### src/rtl/mult_pkg.sv
// Shared types and constants for the round-robin shift-add multiplier.
// Latency: n/a (declarations only).
// Backpressure: n/a.
// Contents: FSM state enum, default operand width / requester count,
//           id_w() helper giving max(1, clog2(n)).
package mult_pkg;

  localparam int DEF_BIT_DEPTH = 4;
  localparam int DEF_NUM_REQ   = 4;

  typedef enum logic [1:0] {
    ST_IDLE = 2'd0,
    ST_LOAD = 2'd1,
    ST_RUN  = 2'd2,
    ST_DONE = 2'd3
  } mult_state_e;

  // Index width that never collapses to zero bits for a single entry.
  function automatic int id_w(input int n);
    return (n > 1) ? $clog2(n) : 1;
  endfunction

endpackage

### src/rtl/shift_add_core.sv
// Shared shift-add datapath: accumulator {hi, lo}, one conditional add per step.
// Latency: one step per asserted 'step' cycle; BIT_DEPTH steps complete a product.
// Backpressure: none; the controller sequences load/step.
// Ports: clk, reset (sync, active-low), load (init lo=mplier, hi=0), step (one
//        shift-add), mcand/mplier operands, acc_step = accumulator value after
//        the step taken this cycle (combinational, lets the caller register the
//        final product on the last step). BIT_DEPTH must be >= 2.
module shift_add_core #(
  parameter int BIT_DEPTH = 4
) (
  input  logic                     clk,
  input  logic                     reset,
  input  logic                     load,
  input  logic                     step,
  input  logic [BIT_DEPTH-1:0]     mcand,
  input  logic [BIT_DEPTH-1:0]     mplier,
  output logic [2*BIT_DEPTH-1:0]   acc_step
);

  logic [2*BIT_DEPTH-1:0] acc_q, acc_d;
  logic [BIT_DEPTH-1:0]   addend;
  logic [BIT_DEPTH:0]     sum;

  always_comb begin
    // The low half holds the not-yet-consumed multiplier bits; its LSB
    // decides whether the multiplicand is added into the upper half.
    addend   = acc_q[0] ? mcand : '0;
    // Extra bit keeps the carry, which becomes the new product MSB after
    // the right shift.
    sum      = {1'b0, acc_q[2*BIT_DEPTH-1:BIT_DEPTH]} + {1'b0, addend};
    acc_step = {sum, acc_q[BIT_DEPTH-1:1]};

    acc_d = acc_q;
    if (load) begin
      acc_d = {{BIT_DEPTH{1'b0}}, mplier};
    end else if (step) begin
      acc_d = acc_step;
    end
  end

  always_ff @(posedge clk) begin
    if (!reset) begin
      acc_q <= '0;
    end else begin
      acc_q <= acc_d;
    end
  end

endmodule

### src/rtl/mult_arbiter.sv
// Round-robin arbiter in front of one shared shift-add multiplier.
// Latency: accept at T -> rsp_valid at T+2+BIT_DEPTH (T+1 for zero operands when
//          MULT_ZERO_BYPASS_EN is defined); IDLE again the cycle after handshake.
// Backpressure: one op in flight; req_ready only in IDLE; DONE holds until rsp_ready.
// Ports: clk, reset (sync, active-low), req_valid/req_ready per requester,
//        req_a/req_b packed operands (requester i at [i*BIT_DEPTH +: BIT_DEPTH]),
//        rsp_valid/rsp_ready, rsp_id, rsp_product (zero when not valid), busy.
// Build option: MULT_ZERO_BYPASS_EN skips LOAD/RUN when either operand is zero.
module mult_arbiter
  import mult_pkg::*;
#(
  parameter int  BIT_DEPTH = DEF_BIT_DEPTH,
  parameter int  NUM_REQ   = DEF_NUM_REQ,
  localparam int ID_W      = id_w(NUM_REQ)
) (
  input  logic                          clk,
  input  logic                          reset,
  input  logic [NUM_REQ-1:0]            req_valid,
  output logic [NUM_REQ-1:0]            req_ready,
  input  logic [NUM_REQ*BIT_DEPTH-1:0]  req_a,
  input  logic [NUM_REQ*BIT_DEPTH-1:0]  req_b,
  output logic                          rsp_valid,
  input  logic                          rsp_ready,
  output logic [ID_W-1:0]               rsp_id,
  output logic [2*BIT_DEPTH-1:0]        rsp_product,
  output logic                          busy
);

  localparam int CNT_W = id_w(BIT_DEPTH);
  localparam int PW    = 2 * BIT_DEPTH;

  mult_state_e           state_q, state_d;
  logic [ID_W-1:0]       rr_ptr_q, rr_ptr_d;
  logic [CNT_W-1:0]      cnt_q, cnt_d;
  logic [BIT_DEPTH-1:0]  a_q, a_d;
  logic [BIT_DEPTH-1:0]  b_q, b_d;
  logic [ID_W-1:0]       id_q, id_d;
  logic                  rsp_valid_q, rsp_valid_d;
  logic [PW-1:0]         rsp_product_q, rsp_product_d;
  logic [ID_W-1:0]       rsp_id_q, rsp_id_d;

  logic                  gnt_found;
  logic [ID_W-1:0]       gnt_id;
  logic [ID_W-1:0]       srch_idx;
  logic [NUM_REQ-1:0]    gnt_vec;
  logic [BIT_DEPTH-1:0]  sel_a, sel_b;
  logic                  accept;
  logic                  zero_bypass;
  logic                  core_load, core_step;
  logic [PW-1:0]         core_acc_step;

  // Round-robin search starting at rr_ptr_q, wrapping at NUM_REQ-1.
  always_comb begin
    gnt_found = 1'b0;
    gnt_id    = '0;
    srch_idx  = '0;
    for (int k = 0; k < NUM_REQ; k++) begin
      srch_idx = ID_W'((int'(rr_ptr_q) + k) % NUM_REQ);
      if (!gnt_found && req_valid[srch_idx]) begin
        gnt_found = 1'b1;
        gnt_id    = srch_idx;
      end
    end
  end

  // One-hot grant and operand mux for the winning requester.
  always_comb begin
    gnt_vec = '0;
    sel_a   = '0;
    sel_b   = '0;
    for (int i = 0; i < NUM_REQ; i++) begin
      if (gnt_found && (gnt_id == ID_W'(i))) begin
        gnt_vec[i] = 1'b1;
        sel_a      = req_a[i*BIT_DEPTH +: BIT_DEPTH];
        sel_b      = req_b[i*BIT_DEPTH +: BIT_DEPTH];
      end
    end
  end

  // Reset is synchronous, so a grant shown while it is low would be lost.
  assign accept    = (state_q == ST_IDLE) && reset && gnt_found;
  assign req_ready = accept ? gnt_vec : '0;

`ifdef MULT_ZERO_BYPASS_EN
  assign zero_bypass = (sel_a == '0) || (sel_b == '0);
`else
  assign zero_bypass = 1'b0;
`endif

  always_comb begin
    state_d       = state_q;
    rr_ptr_d      = rr_ptr_q;
    cnt_d         = cnt_q;
    a_d           = a_q;
    b_d           = b_q;
    id_d          = id_q;
    rsp_valid_d   = rsp_valid_q;
    rsp_product_d = rsp_product_q;
    rsp_id_d      = rsp_id_q;
    core_load     = 1'b0;
    core_step     = 1'b0;

    case (state_q)
      ST_IDLE: begin
        if (accept) begin
          a_d      = sel_a;
          b_d      = sel_b;
          id_d     = gnt_id;
          rr_ptr_d = (gnt_id == ID_W'(NUM_REQ - 1)) ? '0 : gnt_id + 1'b1;
          if (zero_bypass) begin
            // Product is known to be zero; leave the datapath alone.
            state_d       = ST_DONE;
            rsp_valid_d   = 1'b1;
            rsp_product_d = '0;
            rsp_id_d      = gnt_id;
          end else begin
            state_d = ST_LOAD;
          end
        end
      end

      ST_LOAD: begin
        core_load = 1'b1;
        cnt_d     = '0;
        state_d   = ST_RUN;
      end

      ST_RUN: begin
        core_step = 1'b1;
        if (cnt_q == CNT_W'(BIT_DEPTH - 1)) begin
          // Register the post-step accumulator so the response is ready
          // on the first DONE cycle.
          cnt_d         = '0;
          state_d       = ST_DONE;
          rsp_valid_d   = 1'b1;
          rsp_product_d = core_acc_step;
          rsp_id_d      = id_q;
        end else begin
          cnt_d = cnt_q + 1'b1;
        end
      end

      ST_DONE: begin
        if (rsp_ready) begin
          state_d       = ST_IDLE;
          rsp_valid_d   = 1'b0;
          rsp_product_d = '0;
          rsp_id_d      = '0;
        end
      end

      default: state_d = ST_IDLE;
    endcase
  end

  always_ff @(posedge clk) begin
    if (!reset) begin
      state_q       <= ST_IDLE;
      rr_ptr_q      <= '0;
      cnt_q         <= '0;
      a_q           <= '0;
      b_q           <= '0;
      id_q          <= '0;
      rsp_valid_q   <= 1'b0;
      rsp_product_q <= '0;
      rsp_id_q      <= '0;
    end else begin
      state_q       <= state_d;
      rr_ptr_q      <= rr_ptr_d;
      cnt_q         <= cnt_d;
      a_q           <= a_d;
      b_q           <= b_d;
      id_q          <= id_d;
      rsp_valid_q   <= rsp_valid_d;
      rsp_product_q <= rsp_product_d;
      rsp_id_q      <= rsp_id_d;
    end
  end

  shift_add_core #(
    .BIT_DEPTH (BIT_DEPTH)
  ) u_core (
    .clk      (clk),
    .reset    (reset),
    .load     (core_load),
    .step     (core_step),
    .mcand    (a_q),
    .mplier   (b_q),
    .acc_step (core_acc_step)
  );

  assign rsp_valid   = rsp_valid_q;
  assign rsp_product = rsp_product_q;
  assign rsp_id      = rsp_id_q;
  assign busy        = (state_q != ST_IDLE);

endmodule

### config.mk
export PLATFORM = sky130hd
export DESIGN_NAME = mult_arbiter
export DESIGN_NICKNAME = d
export VERILOG_FILES = /design/src/rtl/mult_pkg.sv /design/src/rtl/shift_add_core.sv /design/src/rtl/mult_arbiter.sv
export SDC_FILE = /design/constraint.sdc
export NUM_CORES = 1
export LEC_CHECK = 0
export BUFFER_PORTS_ARGS = -buffer_cell sky130_fd_sc_hd__buf_2
export CORE_ASPECT_RATIO = 0.6
export CORE_UTILIZATION = 54
export CTS_BUF_LIST = sky130_fd_sc_hd__clkbuf_2
export DETAILED_ROUTE_END_ITERATION = 16
export PLACE_DENSITY_LB_ADDON = 0.1
export SLEW_MARGIN = 30
export SYNTH_ARGS = -nofsm -noshare
export SYNTH_HDL_FRONTEND = slang
export SYNTH_SLANG_ARGS = --single-unit
### constraint.sdc
create_clock -name clk -period 3 [get_ports clk]
set_clock_uncertainty 0.15 [all_clocks]
set_input_delay 0.6 -clock clk [delete_from_list [all_inputs] [get_ports clk]]
set_output_delay 0.6 -clock clk [all_outputs]
set_load 0.1 [all_outputs]
==> impl_metrics.tcl <==
set metrics [dict create \
    drt-initial-drc-count 82 \
    antenna_found_initial 0 \
    post-place-ws_ns 0.362 \
    critical_path.startpoint_type "register" \
    async_flop_share_pct 0 \
    setup_viol 0 \
    cts_tree "done" \
    clkLatencyLatePin_ns 0.35 \
    viasPerCell 5.32 \
    ys_warn_count 0 \
    io_buffers 54 \
    synth_cells 241 \
    synth_ff_type "dfxtp_1" \
    synth_cell_types 42 \
    hold_class "reg -> reg" \
    design_area_mm2 0.00239 \
    cellLeakagePower_nw 1.10 \
    num_io_pins 55 \
    grt_setup_unrepaired "false" \
    drv_slew 0 \
    wl_per_cell_um 12.2 \
    arrival_ns 2.03 \
    path_cells "mux2i_1 > nor2_1 > a311oi_2 > inv_1 > ha_1 > and2_2 > buf_12" \
    grt_pass1_vias 1630 \
    synth.area.top_cells "dfxtp_1 35%, ha_1 8.8%, a21oi_1 7.8%" \
    fin_crit_ns 2.78 \
    mappedNetlistArea_mm2 0.00198 \
    tightestPinTransition_ns 0.524 \
    finalHoldViolations 0 \
    synth-seq-cells 35 \
    critPathMaxFanout 6 \
    powerDensity_mw_per_mm2 757 \
    drt-pass1-iter-count 4 \
    routed_wl_mm 4.13 \
    synth-edff-count 0 \
    die_area_mm2 0.00393 \
    cpMaxStageDelayCell "dfxtp_1" \
    synth_nets 295 \
    drc 0 \
    drive_above_1_share_pct 27.3 \
    nets 346 \
    cts.sinks 35 \
    grt_max_degree 21 \
    critPathRequiredTime_ns 2.25 \
    place_hpwl_mm 3.31 \
    status "finished clean" \
    netlist.area_leader.share_pct 35.3 \
    yosys.area.top_type "dfxtp_1" \
    globalRouteTotalUtil_pct 23.1 \
    start_util_pct 58.7 \
    max-cap-violations 0 \
    critPathKind "reg -> out" \
    whs_ns 0.310 \
    htree_levels 2 \
    areaGrowthSynthToFinish_pct 20.6 \
    vias 1798 \
    synth.avg_cell_area_um2 8.23 \
    core_mm2 0.00338 \
    grt_pass1_wl_mm 7.11 \
    slowest_delay_ns 0.48 \
    max_freq_ghz 0.360 \
    fin_ws_ns 0.220 \
    synth_most_common_cell "dfxtp_1" \
    dpl_cell_area_mm2 0.00235 \
    fillers 285 \
    peakVddDrop_v 0.000583 \
    clk_path_buf_depth 2 \
    grt_remaining_overflow 0 \
    relSlewSlack_pct 65.1 \
    endpoint_kind "primary output" \
    cts_buffers 5 \
    diodes 0 \
    ys_top_cells_by_count "35 x dfxtp_1, 31 x a21oi_1, 24 x nand2_1" \
    die_h_um 49.0 \
    fp-row-count 16 \
    cts_hold_buf 0 \
    ant_nets 0 \
    root_buffer "clkbuf_2" \
    die_x_um 80.3 \
    globalplace.congestion 0.804 \
    clk_pin_slew_ns 0.16 \
    seq_area_frac_synth_pct 35.3 \
    period_share_pct 92.7 \
]
## registers in the layout, indices dropped and copies added (netlist names), 2 cells and up
name / flops
id_q: 2
rsp_id: 2
u_core.acc_q: 8
cnt_q: 2
state_q: 2
rsp_product: 8
a_q: 4
b_q: 4
rr_ptr_q: 2
## timing repair
item,CTS,global route
setup endpoints to repair,0,4
setup buffers,0,0
resized for setup,0,1
## per-stage QoR
| stage | util, % | std cells | power (mW) | setup TNS (ns) |
|---|---|---|---|---|
| 2_1_floorplan | - | 241 | 1.39 | -0.0242 |
| 3_3_place_gp | 69.5 | 330 | 1.60 | 0 |
| 3_5_place_dp | 69.5 | 330 | 1.62 | 0 |
| 4_1_cts | 70.6 | 338 | 1.81 | 0 |
| 5_1_grt | 70.7 | 338 | 1.96 | 0 |
| 6_report | 70.7 | 338 | 1.81 | 0 |
## power by group
part | internal (mW) | total [mW] | switching (mW)
sequential | 0.581 | 0.664 | 0.0824
clock | 0.0562 | 0.196 | 0.140
combinational | 0.356 | 0.951 | 0.595
## path summary, 6_finish.rpt
path | startpoint | end | slack, ns | depth (start not counted)
max | rr_ptr_q[1] | req_ready[0] | 0.22 | 7
min | rsp_id[0] | rsp_id[0] | 0.31 | 2
max reg2reg | rr_ptr_q[1] | b_q[1] | 0.77 | 10
min reg2reg | rsp_id[0] | rsp_id[0] | 0.31 | 2
## worst max-delay path, delay by kind of cell, from the launching register on
| family | cells | cell delay [ns] |
|---|---|---|
| fa+ha+maj | 1 | 0.21 |
| simple gates | 2 | 0.26 |
| flops | 1 | 0.48 |
| mux | 1 | 0.22 |
| compound gates | 1 | 0.27 |
| buf+inv | 2 | 0.26 |
## layout by cell type, fill, tap and decap left out, drive strengths merged, types with 2 or more instances in the layout
cell type  synthesis  layout
buf                4      61
dfxtp             35      35
a21oi             32      32
nand2             24      24
o21ai             18      18
inv               17      17
nor2              15      15
ha                14      14
mux2i              8       8
a211oi             8       8
a22oi              8       8
and2               8       8
nand4b             7       7
clkbuf            12       6
nand2b             4       4
nand3              4       4
a22o               3       3
a21o               2       2
clkinv             0       2
nor2b              2       2
or3                2       2
## final cells by class
type | instances | area (um2) | area share [%]
Inverter | 17 | 63.8 | 2.67
Tap cell | 45 | 56.3 | 2.35
Clock buffer | 6 | 30.0 | 1.25
Timing Repair Buffer | 61 | 383 | 16.0
Multi-Input combinational cell | 172 | 1150 | 48.1
Clock inverter | 2 | 7.51 | 0.314
Sequential cell | 35 | 701 | 29.3
## per-layer routing
| metal | vias up | wire [um] | part of all wire [%] | GRT usage [%] |
|---|---|---|---|---|
| met5 | - | 0 | 0 | 0 |
| li1 | 947 | - | - | - |
| met4 | 0 | 7 | 0.17 | 4.76 |
| met1 | 820 | 2220 | 54 | 33.5 |
| met2 | 29 | 1760 | 43 | 34.5 |
| met3 | 2 | 151 | 3.7 | 5.98 |
## cells by family (layout without fill, tap and decap cells)
family	count (synthesis)	in the layout	share of synthesized area, %
XOR/XNOR	2	2	0.883
adder cells (fa/ha/maj)	15	15	9.84
AO/OA/AOI/OAI	76	76	23.3
AND/OR/NAND/NOR	71	71	19.1
multiplexers	8	8	4.04
buffers and inverters	34	86	7.57
flip-flops	35	35	35.3
Power figures use the tool's default switching activity.
